`config.mk`:
```
export PLATFORM = sky130hd
export DESIGN_NAME = cpu_mem_arbiter_flat
export DESIGN_NICKNAME = d
export VERILOG_FILES = /design/src/rtl/cpu_mem_pkg.sv /design/src/rtl/cpu_mem_arbiter_if.sv /design/src/rtl/rr_arb2.sv /design/src/rtl/cpu_mem_arbiter.sv /design/src/flat_wrapper.sv
export SDC_FILE = /design/constraint.sdc
export NUM_CORES = 1
export LEC_CHECK = 0
export CORE_AREA = 2 2 145 147
export CTS_CLUSTER_DIAMETER = 40
export DETAILED_ROUTE_END_ITERATION = 10
export DIE_AREA = 0 0 147 149
export PLACE_DENSITY_LB_ADDON = 0.05
export SLEW_MARGIN = 40
export SYNTH_ARGS = -nofsm -noshare
export SYNTH_HDL_FRONTEND = slang
export SYNTH_SLANG_ARGS = --single-unit
```
`constraint.sdc`:
```
create_clock -name clk -period 3.1 [get_ports clk]
set_clock_uncertainty 0.1 [all_clocks]
set_input_delay 0.31 -clock clk [delete_from_list [all_inputs] [get_ports clk]]
set_output_delay 0.31 -clock clk [all_outputs]
set_load 0.05 [all_outputs]
```
`src/rtl/cpu_mem_pkg.sv`:
```
// Shared definitions for the CPU memory-port arbiter: one-hot FSM states and grant encoding.
package cpu_mem_pkg;

    typedef enum logic [4:0] {
        S_IDLE  = 5'b00001,
        S_IREQ  = 5'b00010,
        S_IRESP = 5'b00100,
        S_DREQ  = 5'b01000,
        S_DRESP = 5'b10000
    } state_e;

    localparam logic GRANT_INST = 1'b0;
    localparam logic GRANT_DATA = 1'b1;

endpackage

```
`src/rtl/cpu_mem_arbiter_if.sv`:
```
// Bus bundle between CPU fetch/load-store channels, the arbiter and the memory wrapper.
// master: arbiter view; slave: the surrounding CPU core and memory wrapper.
interface cpu_mem_arbiter_if #(
    parameter int unsigned ADDR_W = 32,
    parameter int unsigned DATA_W = 32
);
    localparam int unsigned STRB_W = DATA_W / 8;

    logic              inst_req_valid;
    logic [ADDR_W-1:0] inst_addr;
    logic              inst_req_ready;
    logic [DATA_W-1:0] inst_rdata;
    logic              inst_valid;
    logic              inst_ready;

    logic              mem_read;
    logic              mem_write;
    logic [ADDR_W-1:0] mem_addr;
    logic [DATA_W-1:0] mem_wdata;
    logic [STRB_W-1:0] mem_wstrb;
    logic              mem_req_ready;
    logic [DATA_W-1:0] read_data;
    logic              read_data_valid;
    logic              read_data_ready;

    logic              m_req_valid;
    logic              m_req_ready;
    logic              m_wen;
    logic [ADDR_W-1:0] m_addr;
    logic [DATA_W-1:0] m_wdata;
    logic [STRB_W-1:0] m_wstrb;
    logic [DATA_W-1:0] m_rdata;
    logic              m_resp_valid;
    logic              m_resp_ready;

    modport master (
        input  inst_req_valid, inst_addr, inst_ready,
        input  mem_read, mem_write, mem_addr, mem_wdata, mem_wstrb, read_data_ready,
        input  m_req_ready, m_rdata, m_resp_valid,
        output inst_req_ready, inst_rdata, inst_valid,
        output mem_req_ready, read_data, read_data_valid,
        output m_req_valid, m_wen, m_addr, m_wdata, m_wstrb, m_resp_ready
    );

    modport slave (
        output inst_req_valid, inst_addr, inst_ready,
        output mem_read, mem_write, mem_addr, mem_wdata, mem_wstrb, read_data_ready,
        output m_req_ready, m_rdata, m_resp_valid,
        input  inst_req_ready, inst_rdata, inst_valid,
        input  mem_req_ready, read_data, read_data_valid,
        input  m_req_valid, m_wen, m_addr, m_wdata, m_wstrb, m_resp_ready
    );

endinterface

```
`src/rtl/rr_arb2.sv`:
```
// Two-input round-robin pick; on a conflict the side not granted last time wins.
module rr_arb2
    import cpu_mem_pkg::*;
(
    input  logic clk,
    input  logic rst,
    input  logic req_inst,
    input  logic req_data,
    input  logic update,
    output logic grant
);

    logic last_grant_q;

    // Reset to DATA so the first conflict after reset goes to fetch.
    always_ff @(posedge clk) begin
        if (rst) begin
            last_grant_q <= GRANT_DATA;
        end else if (update) begin
            last_grant_q <= grant;
        end
    end

    always_comb begin
        grant = GRANT_INST;
        if (req_inst && req_data) begin
            grant = (last_grant_q == GRANT_DATA) ? GRANT_INST : GRANT_DATA;
        end else if (req_data) begin
            grant = GRANT_DATA;
        end
    end

endmodule

```
`src/rtl/cpu_mem_arbiter.sv`:
```
// Shares one memory port between instruction fetch and load/store, one transaction at a time,
// with round-robin grant and performance counters.
module cpu_mem_arbiter
    import cpu_mem_pkg::*;
#(
    parameter int unsigned ADDR_W = 32,
    parameter int unsigned DATA_W = 32
) (
    input  logic                clk,
    input  logic                rst,
    cpu_mem_arbiter_if.master   bus,
    output logic [31:0]         cnt_inst_grant,
    output logic [31:0]         cnt_data_grant,
    output logic [31:0]         cnt_conflict
);

    localparam int unsigned STRB_W = DATA_W / 8;

    state_e            state_q, state_d;
    logic              inst_req, data_req, idle, arb_update, grant;
    logic [ADDR_W-1:0] req_addr;
    logic [STRB_W-1:0] wstrb_sel;
    logic [31:0]       cnt_inst_q, cnt_data_q, cnt_conflict_q;

    assign inst_req   = bus.inst_req_valid;
    assign data_req   = bus.mem_read | bus.mem_write;
    assign idle       = (state_q == S_IDLE);
    assign arb_update = idle & (inst_req | data_req);
    assign req_addr   = (state_q == S_DREQ) ? bus.mem_addr : bus.inst_addr;
    assign wstrb_sel  = bus.mem_write ? bus.mem_wstrb : '0;

    rr_arb2 u_rr_arb2 (
        .clk      (clk),
        .rst      (rst),
        .req_inst (inst_req),
        .req_data (data_req),
        .update   (arb_update),
        .grant    (grant)
    );

    always_ff @(posedge clk) begin
        if (rst) begin
            state_q        <= S_IDLE;
            cnt_inst_q     <= '0;
            cnt_data_q     <= '0;
            cnt_conflict_q <= '0;
        end else begin
            state_q <= state_d;
            if (idle && inst_req && data_req) cnt_conflict_q <= cnt_conflict_q + 32'd1;
            if (arb_update && grant == GRANT_INST) cnt_inst_q <= cnt_inst_q + 32'd1;
            if (arb_update && grant == GRANT_DATA) cnt_data_q <= cnt_data_q + 32'd1;
        end
    end

    always_comb begin
        state_d = state_q;
        unique case (state_q)
            S_IDLE: begin
                if (inst_req || data_req) state_d = (grant == GRANT_INST) ? S_IREQ : S_DREQ;
            end
            S_IREQ:  if (bus.m_req_ready) state_d = S_IRESP;
            // Writes have no response phase.
            S_DREQ:  if (bus.m_req_ready) state_d = bus.mem_write ? S_IDLE : S_DRESP;
            S_IRESP: if (bus.m_resp_valid && bus.inst_ready) state_d = S_IDLE;
            S_DRESP: if (bus.m_resp_valid && bus.read_data_ready) state_d = S_IDLE;
            default: state_d = S_IDLE;
        endcase
    end

    // Outputs are forced to zero while rst is high, even before the reset edge lands.
    always_comb begin
        bus.inst_req_ready  = 1'b0;
        bus.inst_valid      = 1'b0;
        bus.inst_rdata      = '0;
        bus.mem_req_ready   = 1'b0;
        bus.read_data_valid = 1'b0;
        bus.read_data       = '0;
        bus.m_req_valid     = 1'b0;
        bus.m_wen           = 1'b0;
        bus.m_addr          = '0;
        bus.m_wdata         = '0;
        bus.m_wstrb         = '0;
        bus.m_resp_ready    = 1'b0;
        if (!rst) begin
            unique case (state_q)
                S_IREQ: begin
                    bus.m_req_valid    = 1'b1;
                    bus.m_addr         = req_addr;
                    bus.inst_req_ready = bus.m_req_ready;
                end
                S_DREQ: begin
                    bus.m_req_valid   = 1'b1;
                    bus.m_wen         = bus.mem_write;
                    bus.m_addr        = req_addr;
                    bus.m_wdata       = bus.mem_wdata;
                    bus.m_wstrb       = wstrb_sel;
                    bus.mem_req_ready = bus.m_req_ready;
                end
                S_IRESP: begin
                    bus.inst_valid   = bus.m_resp_valid;
                    bus.inst_rdata   = bus.m_rdata;
                    bus.m_resp_ready = bus.inst_ready;
                end
                S_DRESP: begin
                    bus.read_data_valid = bus.m_resp_valid;
                    bus.read_data       = bus.m_rdata;
                    bus.m_resp_ready    = bus.read_data_ready;
                end
                default: ;
            endcase
        end
    end

    assign cnt_inst_grant = rst ? '0 : cnt_inst_q;
    assign cnt_data_grant = rst ? '0 : cnt_data_q;
    assign cnt_conflict   = rst ? '0 : cnt_conflict_q;

endmodule

```
`src/flat_wrapper.sv`:
```
// flat-port wrapper written by rule: the top's interface ports become plain ports
module cpu_mem_arbiter_flat import cpu_mem_pkg::*;
#(
    parameter int unsigned ADDR_W = 32,
    parameter int unsigned DATA_W = 32
)
  (clk, rst, cnt_inst_grant, cnt_data_grant, cnt_conflict, bus_inst_req_valid, bus_inst_addr, bus_inst_ready, bus_mem_read, bus_mem_write, bus_mem_addr, bus_mem_wdata, bus_mem_wstrb, bus_read_data_ready, bus_m_req_ready, bus_m_rdata, bus_m_resp_valid, bus_inst_req_ready, bus_inst_rdata, bus_inst_valid, bus_mem_req_ready, bus_read_data, bus_read_data_valid, bus_m_req_valid, bus_m_wen, bus_m_addr, bus_m_wdata, bus_m_wstrb, bus_m_resp_ready);
  cpu_mem_arbiter_if #(.ADDR_W(ADDR_W), .DATA_W(DATA_W)) bus_i ();
  input  logic clk;
  input  logic rst;
  output logic [31:0] cnt_inst_grant;
  output logic [31:0] cnt_data_grant;
  output logic [31:0] cnt_conflict;
  input wire logic [$bits(bus_i.inst_req_valid)-1:0] bus_inst_req_valid;
  input wire logic [$bits(bus_i.inst_addr)-1:0] bus_inst_addr;
  input wire logic [$bits(bus_i.inst_ready)-1:0] bus_inst_ready;
  input wire logic [$bits(bus_i.mem_read)-1:0] bus_mem_read;
  input wire logic [$bits(bus_i.mem_write)-1:0] bus_mem_write;
  input wire logic [$bits(bus_i.mem_addr)-1:0] bus_mem_addr;
  input wire logic [$bits(bus_i.mem_wdata)-1:0] bus_mem_wdata;
  input wire logic [$bits(bus_i.mem_wstrb)-1:0] bus_mem_wstrb;
  input wire logic [$bits(bus_i.read_data_ready)-1:0] bus_read_data_ready;
  input wire logic [$bits(bus_i.m_req_ready)-1:0] bus_m_req_ready;
  input wire logic [$bits(bus_i.m_rdata)-1:0] bus_m_rdata;
  input wire logic [$bits(bus_i.m_resp_valid)-1:0] bus_m_resp_valid;
  output wire logic [$bits(bus_i.inst_req_ready)-1:0] bus_inst_req_ready;
  output wire logic [$bits(bus_i.inst_rdata)-1:0] bus_inst_rdata;
  output wire logic [$bits(bus_i.inst_valid)-1:0] bus_inst_valid;
  output wire logic [$bits(bus_i.mem_req_ready)-1:0] bus_mem_req_ready;
  output wire logic [$bits(bus_i.read_data)-1:0] bus_read_data;
  output wire logic [$bits(bus_i.read_data_valid)-1:0] bus_read_data_valid;
  output wire logic [$bits(bus_i.m_req_valid)-1:0] bus_m_req_valid;
  output wire logic [$bits(bus_i.m_wen)-1:0] bus_m_wen;
  output wire logic [$bits(bus_i.m_addr)-1:0] bus_m_addr;
  output wire logic [$bits(bus_i.m_wdata)-1:0] bus_m_wdata;
  output wire logic [$bits(bus_i.m_wstrb)-1:0] bus_m_wstrb;
  output wire logic [$bits(bus_i.m_resp_ready)-1:0] bus_m_resp_ready;
  assign bus_i.inst_req_valid = bus_inst_req_valid;
  assign bus_i.inst_addr = bus_inst_addr;
  assign bus_i.inst_ready = bus_inst_ready;
  assign bus_i.mem_read = bus_mem_read;
  assign bus_i.mem_write = bus_mem_write;
  assign bus_i.mem_addr = bus_mem_addr;
  assign bus_i.mem_wdata = bus_mem_wdata;
  assign bus_i.mem_wstrb = bus_mem_wstrb;
  assign bus_i.read_data_ready = bus_read_data_ready;
  assign bus_i.m_req_ready = bus_m_req_ready;
  assign bus_i.m_rdata = bus_m_rdata;
  assign bus_i.m_resp_valid = bus_m_resp_valid;
  assign bus_inst_req_ready = bus_i.inst_req_ready;
  assign bus_inst_rdata = bus_i.inst_rdata;
  assign bus_inst_valid = bus_i.inst_valid;
  assign bus_mem_req_ready = bus_i.mem_req_ready;
  assign bus_read_data = bus_i.read_data;
  assign bus_read_data_valid = bus_i.read_data_valid;
  assign bus_m_req_valid = bus_i.m_req_valid;
  assign bus_m_wen = bus_i.m_wen;
  assign bus_m_addr = bus_i.m_addr;
  assign bus_m_wdata = bus_i.m_wdata;
  assign bus_m_wstrb = bus_i.m_wstrb;
  assign bus_m_resp_ready = bus_i.m_resp_ready;
  cpu_mem_arbiter #(.ADDR_W(ADDR_W), .DATA_W(DATA_W)) u_core (.clk(clk), .rst(rst), .bus(bus_i), .cnt_inst_grant(cnt_inst_grant), .cnt_data_grant(cnt_data_grant), .cnt_conflict(cnt_conflict));
endmodule
```
==> key figures, run 1 <==
Run
  – Total of max-cap violations: 0

Timing
  – Count of endpoints failing setup in the final report: 0
  – Final period demand of the worst path: 2.89 ns
  – Hold Vio Cnt, Final: 0
  – Max Freq: 346 MHz
  – Slew at the pin closest to its max-slew limit: 0.701 ns
  – Number of max-slew violations in the final report: 0
  – Share of the cycle needed by the critical path after routing: 93.2%
  – Worst hold slack after final layout: 0.343 ns
  – Unrepaired setup endpoints after global routing: no
  – Worst-case headroom to the max-slew limit: 53.3%
  – Sum Neg Setup Slack: 0 ns

Synthesis
  – Share of flip-flops with an asynchronous set or reset after synthesis: 0%
  – FF+latch count, synth: 102
  – Cell type contributing the most total cell area after synthesis: sky130_fd_sc_hd__dfxtp_1
  – Distinct cell type count of the synthesized netlist: 47
  – Most repeated cell in the gate-level netlist after synthesis: sky130_fd_sc_hd__nor2_1
  – Post-Syn Area per Cell: 6.99 sq um
  – Sequential share of the synthesized area: 30.9%
  – Post-Synthesis Cells: 946
  – Yosys warns: 0
  – Area of the mapped netlist: 0.00661 sq mm
  – Synth top cells by count: sky130_fd_sc_hd__nor2_1, sky130_fd_sc_hd__dfxtp_1, sky130_fd_sc_hd__nand2_1
  – Number of nets in the synthesized netlist: 1,090
  – Primary flip-flop cell chosen by synthesis mapping: sky130_fd_sc_hd__dfxtp_1
  – Synth area leaders: sky130_fd_sc_hd__dfxtp_1, sky130_fd_sc_hd__nor2_1, sky130_fd_sc_hd__nor2b_1
  – Area share of the leading cell type in the synthesized netlist: 30.9%
  – EDFF count, synth: 0

Floorplanning
  – Die Span Y: 149 um
  – Die area: 0.0219 sq mm
  – Core outline area: 0.0206 sq mm
  – Num ports: 376
  – Number of cell rows: 53
  – X dimension of the die: 147 um
  – Starting density of the core: 32.2%

Setup path
  – Crit. End Element: output port
  – Slowest library cell on the worst path: sky130_fd_sc_hd__dfxtp_1
  – Ordered cell list for the critical path: nor2_1, nand3_2, a21o_1, buf_4, a21oi_1, buf_12
  – Arrival time reported for the critical path endpoint: 2.48 ns
  – Critical Path RT: 2.69 ns
  – Worst Path Class, Setup: reg -> out
  – Nature of the critical path startpoint: flop
  – CP peak stage delay: 0.38 ns
  – Register-to-register setup slack: 0.58 ns
  – Critical Path Fanout Max: 23

Cells and area
  – Final instance area: 0.0123 sq mm
  – Filler-free cell count of the finished design: 1,576
  – Area grow syn2layout: 86.5%
  – Number of fillers in the final layout: 1,844
  – Final-stage net count: 1,439
  – Layout cell share with drive strength beyond 1: 14.8%

Status
  – Status: complete, no violations

CTS
  – Clk Latency, worst-skew pair: 0.36 ns
  – Clk sinks: 102
  – Clock root cell: sky130_fd_sc_hd__clkbuf_16
  – Depth of the CTS H-tree: 3
  – Number of buffers inserted by hold repair at cts: 0
  – Register clock-pin slew on the reported worst setup and hold paths: 0.07 ns
  – Buffer count from post-CTS setup fixing: 0
  – TritonCTS clock tree: done
  – Number of cells upsized or downsized after cts: 0
  – Number of buffers between clock root and the deepest sink: 2
  – TritonCTS buffer count: 9

Detailed routing
  – First-pass detailed-route iteration total: 5
  – Remaining antenna violation count after routing: 0
  – Detailed-route wire length: 28,200 um
  – Drt initial violations: 506
  – Routed vias: 7,849
  – Residual DRC: 0
  – Drt wl/cell: 17.9 um
  – Via count normalized by instance count: 4.98

Global routing
  – Global-route wire length before repair: 42,100 um
  – Number of antenna violations at the first check in global routing: 3
  – Pin count of the biggest net entering global routing: 99
  – Vias in the first global route: 7,366
  – Total routing usage reported by global routing: 24.8%
  – Sum of overflow across all layers after global routing: 0

Power
  – Cell Pwr Density: 261 mW/mm^2
  – Worst VDD drop: 236 uV
  – Static leakage: 0.00449 uW

Hold path
  – Hold Path Class: in -> reg

Placed design
  – Placed cell areas: 0.0120 sq mm
  – Total instance count after detailed placement: 1,559
  – Placed wire-length estimate: 22,700 um
  – Number of buffers inserted by port buffering: 375
  – Routability cong.: 0.801
-- cells in the final DEF (no fill, tap or decap), types with 3 or more instances in the layout --
master	n
sky130_fd_sc_hd__xnor2_1	15
sky130_fd_sc_hd__nor4_1	10
sky130_fd_sc_hd__dfxtp_1	102
sky130_fd_sc_hd__buf_12	140
sky130_fd_sc_hd__xor2_1	42
sky130_fd_sc_hd__nor2b_1	86
sky130_fd_sc_hd__or4_1	8
sky130_fd_sc_hd__nand2_1	102
sky130_fd_sc_hd__nor3_1	16
sky130_fd_sc_hd__inv_1	17
sky130_fd_sc_hd__nand2b_1	37
sky130_fd_sc_hd__and3_1	10
sky130_fd_sc_hd__ha_1	3
sky130_fd_sc_hd__a21oi_1	64
sky130_fd_sc_hd__nand4_1	45
sky130_fd_sc_hd__and2_1	39
sky130_fd_sc_hd__clkdlybuf4s50_1	235
sky130_fd_sc_hd__and4_1	7
sky130_fd_sc_hd__or3_1	23
sky130_fd_sc_hd__nand3_1	36
sky130_fd_sc_hd__clkbuf_16	9
sky130_fd_sc_hd__o31ai_1	4
sky130_fd_sc_hd__nor2_1	163
sky130_fd_sc_hd__buf_4	20
sky130_fd_sc_hd__a21o_1	3
sky130_fd_sc_hd__o21ai_0	26
sky130_fd_sc_hd__mux2_2	7
-- cells by family after synthesis --
| group | share of synthesized area, % |
|---|---|
| simple gates | 46.7 |
| compound gates | 8.51 |
| xor+xnor | 7.55 |
| mux | 1.34 |
| fa+ha+maj | 0.568 |
| buf+inv | 4.46 |
| flops | 30.9 |
-- final cells by class --
| cell class | instances | area (sq um) | area share, % |
|---|---|---|---|
| repair buffers | 396 | 5320 | 43.1 |
| multi-input cells | 769 | 4280 | 34.7 |
| flip-flops and latches | 102 | 2040 | 16.6 |
| well taps | 275 | 344 | 2.79 |
| clock buffers | 13 | 260 | 2.11 |
| inverters | 17 | 63.8 | 0.517 |
| clock inverters | 3 | 25.0 | 0.203 |
| diodes | 1 | 2.50 | 0.0203 |
-- routing by layer --
layer | GRT usage [%] | wire length (um) | share of wire, %
met5 | 0 | 23 | 0.082
met4 | 8.17 | 840 | 3.0
met3 | 8.07 | 2240 | 7.9
met2 | 42.3 | 14000 | 50
met1 | 29.6 | 11100 | 39
-- power breakdown --
part	switching [uW]	internal [uW]
Sequential	33.8	1330
Clock	519	596
Combinational	386	352
-- worst paths after layout --
check,start,end,cells after the start
worst max register to register,u_core.state_q[2],u_core.cnt_data_q[27],5
worst min register to register,u_core.cnt_data_q[30],u_core.cnt_data_q[30],2
worst min-delay path,rst,u_core.cnt_data_q[18],2
worst max-delay path,u_core.state_q[4],bus_m_addr[0],6
-- critical path: cells and delay by family, from the launching register on --
family | cells | cell delay (ns)
AO/OA/AOI/OAI | 2 | 0.72
buffers and inverters | 2 | 0.49
AND/OR/NAND/NOR | 2 | 0.52
flip-flops | 1 | 0.38
-- state kept, by name (all words and copies together), names as in the netlist --
signal / cells
u_core.u_rr_arb2.last_grant_q: 1
u_core.cnt_conflict_q: 32
u_core.cnt_data_q: 32
u_core.cnt_inst_q: 32
u_core.state_q: 5
-- stage by stage --
stage	power, uW	worst slack (ns)	util [%]
after floorplan	1740	0.0286	-
after global placement	2130	0.477	58.6
after detailed placement	2130	0.397	58.6
after CTS	3240	0.219	60.0
after global routing	3340	0.0901	60.0
final	3220	0.212	60.0
No activity file was read; power rests on OpenSTA's default activity.
==> inputs of run 2 (changes only) <==
Settings changed: CORE_AREA 2 2 145 147 to 2 2 146 148, CTS_CLUSTER_SIZE set to 20, DIE_AREA 0 0 147 149 to 0 0 148 150.
==> run 2 against run 1 <==
Global-route usage shrank 1.2 points. First-iteration DRC count shrank 13%. Critical path depth is the same. Cell area is essentially flat. Clock-buffer cell count shrank 3. Maximum frequency grew 4.7%. Sequential power is essentially flat. Critical path type unchanged. Register-to-register slack is essentially flat. Core utilization shrank 0.33 points. Sequential cell count is the same.
==> key figures, run 2 (same netlist as run 1, synthesis figures left out) <==
Setup path
  – Arrival time reported for the critical path endpoint: 2.35 ns (-0.13 ns)
  – Critical Path Fanout Max: 16 (-30%)
  – Worst Path Class, Setup: reg -> out
  – Reg-to-Reg Start: u_core.state_q[2]
  – Critical Path RT: 2.69 ns (about the same)
  – Nature of the critical path startpoint: flop
  – Worst-case reg-to-reg path depth: 5 (unchanged)
  – Crit. End Element: output port
  – Capture instance of the worst register-to-register path: u_core.cnt_data_q[31]
  – Register-to-register setup slack: 0.58 ns (about the same)

Timing
  – Hold Vio Cnt, Final: 0 (unchanged)
  – Slew at the pin closest to its max-slew limit: 0.621 ns (-0.0794 ns)
  – Share of the cycle needed by the critical path after routing: 88.9% (-4.2 points)
  – Worst-case headroom to the max-slew limit: 58.6% (+5.3 points)
  – Count of endpoints failing setup in the final report: 0 (unchanged)
  – Final period demand of the worst path: 2.76 ns (-0.131 ns)
  – Number of max-slew violations in the final report: 0 (unchanged)
  – Unrepaired setup endpoints after global routing: no
  – Worst hold slack after final layout: 0.299 ns (-0.0448 ns)
  – Max Freq: 363 MHz (+4.7%)
  – Sum Neg Setup Slack: 0 ns (unchanged)

Detailed routing
  – Drt initial violations: 442 (-13%)
  – Detailed-route wire length: 27,600 um (-2.2%)
  – Residual DRC: 0 (unchanged)
  – Remaining antenna violation count after routing: 0 (unchanged)
  – Via count normalized by instance count: 4.91 (-1.5%)
  – Drt wl/cell: 17.5 um (-2.3%)
  – First-pass detailed-route iteration total: 5 (unchanged)
  – Routed vias: 7,738 (-1.4%)

Power
  – Power Total: 3200 uW (-0.65%)
  – Fraction of power consumed by the clock network: 34.2% (-0.4 points)
  – P_int: 2240 uW (-1.6%)
  – Share of total power consumed by net switching: 29.8% (+0.67 points)
  – Combinational share of power: 23.0% (about the same)
  – Cell Pwr Density: 259 mW/mm^2 (-0.74%)
  – Static leakage: 0.00449 uW (+0.10%)
  – Worst VDD drop: 244 uV (+3.3%)
  – Net load switching power: 954 uW (+1.6%)
  – Sequential fraction of design power: 42.7% (+0.3 points)

Global routing
  – Global-route wire length before repair: 41,000 um (-2.7%)
  – Number of antenna violations at the first check in global routing: 0 (-3)
  – Total routing usage reported by global routing: 23.6% (-1.2 points)
  – Vias in the first global route: 7,222 (-2.0%)
  – Sum of overflow across all layers after global routing: 0 (unchanged)
  – Pin count of the biggest net entering global routing: 89 (-10%)

Hold path
  – Worst hold path startpoint: rst
  – Hold Path Class: in -> reg
  – Hold Crit Endpoint: u_core.cnt_data_q[2]
  – Number of stages on the worst hold path: 2 (unchanged)

CTS
  – Depth of the CTS H-tree: 3 (unchanged)
  – TritonCTS clock tree: done
  – Number of buffers inserted by hold repair at cts: 0 (unchanged)
  – Number of buffers between clock root and the deepest sink: 2 (unchanged)
  – Clock root cell: sky130_fd_sc_hd__clkbuf_16
  – Register clock-pin slew on the reported worst setup and hold paths: 0.07 ns (about the same)
  – Clk sinks: 102 (unchanged)
  – Clk Latency, worst-skew pair: 0.35 ns (about the same)
  – TritonCTS buffer count: 9 (unchanged)
  – Number of cells upsized or downsized after cts: 0 (unchanged)
  – Buffer count from post-CTS setup fixing: 0 (unchanged)

Floorplanning
  – Starting density of the core: 32.0% (-0.21 points)
  – Num ports: 376 (unchanged)
  – Die area: 0.0222 sq mm (+1.4%)
  – Die Span Y: 150 um (+0.67%)
  – Number of cell rows: 53 (unchanged)
  – X dimension of the die: 148 um (+0.68%)
  – Core outline area: 0.0207 sq mm (+0.65%)

Placed design
  – Number of buffers inserted by port buffering: 375 (unchanged)
  – Routability cong.: 0.803 (+0.26%)
  – Placed cell areas: 0.0121 sq mm (+0.10%)
  – Placed wire-length estimate: 22,400 um (-1.3%)

Cells and area
  – Layout cell share with drive strength beyond 1: 15.0% (+0.21 points)
  – Most frequent cells in the layout: sky130_fd_sc_hd__clkdlybuf4s50_1, sky130_fd_sc_hd__nor2_1, sky130_fd_sc_hd__buf_12
  – Biggest regs: u_core.cnt_conflict_q x32, u_core.cnt_data_q x32, u_core.cnt_inst_q x32
  – Final-stage net count: 1,441 (+0.14%)
  – Most common library cell in the layout ignoring fill and taps: sky130_fd_sc_hd__clkdlybuf4s50_1
  – Final instance area: 0.0123 sq mm (about the same)
  – Ant. Diodes: 0 (-1)
  – Utilization of the core after routing: 59.7% (-0.33 points)
  – Area grow syn2layout: 86.7% (about the same)

Status
  – Status: complete, no violations

Run
  – Total of max-cap violations: 0 (unchanged)
[run 2: metrics by stage]
stage	worst slack, ns	instances
after floorplan	0.0286	946
after global placement	0.454	1561
after detailed placement	0.382	1561
after CTS	0.280	1577
after global routing	0.192	1577
final	0.343	1577
[run 2: final cells by class]
| type | instances | area, sq um |
|---|---|---|
| tap | 275 | 344 |
| clock buffer | 10 | 229 |
| timing repair buffer | 398 | 5330 |
| sequential | 102 | 2040 |
| multi-input combinational | 769 | 4280 |
| inverter | 17 | 63.8 |
| clock inverter | 6 | 57.6 |
| fill | 1921 | 8340 |
[run 2: routing by layer]
metal | vias to the layer above | part of all wire (%) | global-route usage (%)
li1 | 3875 | - | -
met1 | 3582 | 41 | 29.5
met2 | 251 | 51 | 40.6
met3 | 30 | 6.5 | 6.25
met4 | 0 | 1.7 | 5.33
met5 | - | 0 | 0
[run 2: worst max-delay path, stage by stage (launching register included)]
cell,delay (ns)
sky130_fd_sc_hd__dfxtp_1,0.39
sky130_fd_sc_hd__nor2_1,0.27
sky130_fd_sc_hd__nand4_1,0.23
sky130_fd_sc_hd__a21o_1,0.42
sky130_fd_sc_hd__buf_4,0.27
sky130_fd_sc_hd__a21oi_1,0.24
sky130_fd_sc_hd__buf_12,0.18
[run 2: power by group through the flow]
stage / clock network [uW] / logic (uW) / registers [uW]
2_1_floorplan: 0 / 359 / 1380
3_3_place_gp: 0 / 733 / 1400
3_5_place_dp: 0 / 738 / 1400
4_1_cts: 1110 / 741 / 1370
5_1_grt: 1170 / 791 / 1370
6_report: 1090 / 737 / 1370
[run 2: worst max path at each step]
stage / startpoint / to / slack [ns] / cells past startpoint
after global placement: bus_mem_write / u_core.cnt_data_q[31] / 0.45 / 6
after floorplan: u_core.state_q[4] / bus_m_wstrb[0] / 0.03 / 5
after detailed placement: bus_mem_write / u_core.cnt_data_q[31] / 0.38 / 6
final: u_core.state_q[4] / bus_m_addr[22] / 0.34 / 6
after global routing: u_core.state_q[4] / bus_m_addr[17] / 0.19 / 6
after CTS: u_core.state_q[4] / bus_m_addr[19] / 0.28 / 6
==> inputs of run 3 (changes only) <==
Settings changed: CTS_CLUSTER_SIZE 20 to 40, SLEW_MARGIN 40 to 20.
==> results of run 3 <==
Final layout, timing and power as in run 2 (identical DEF).
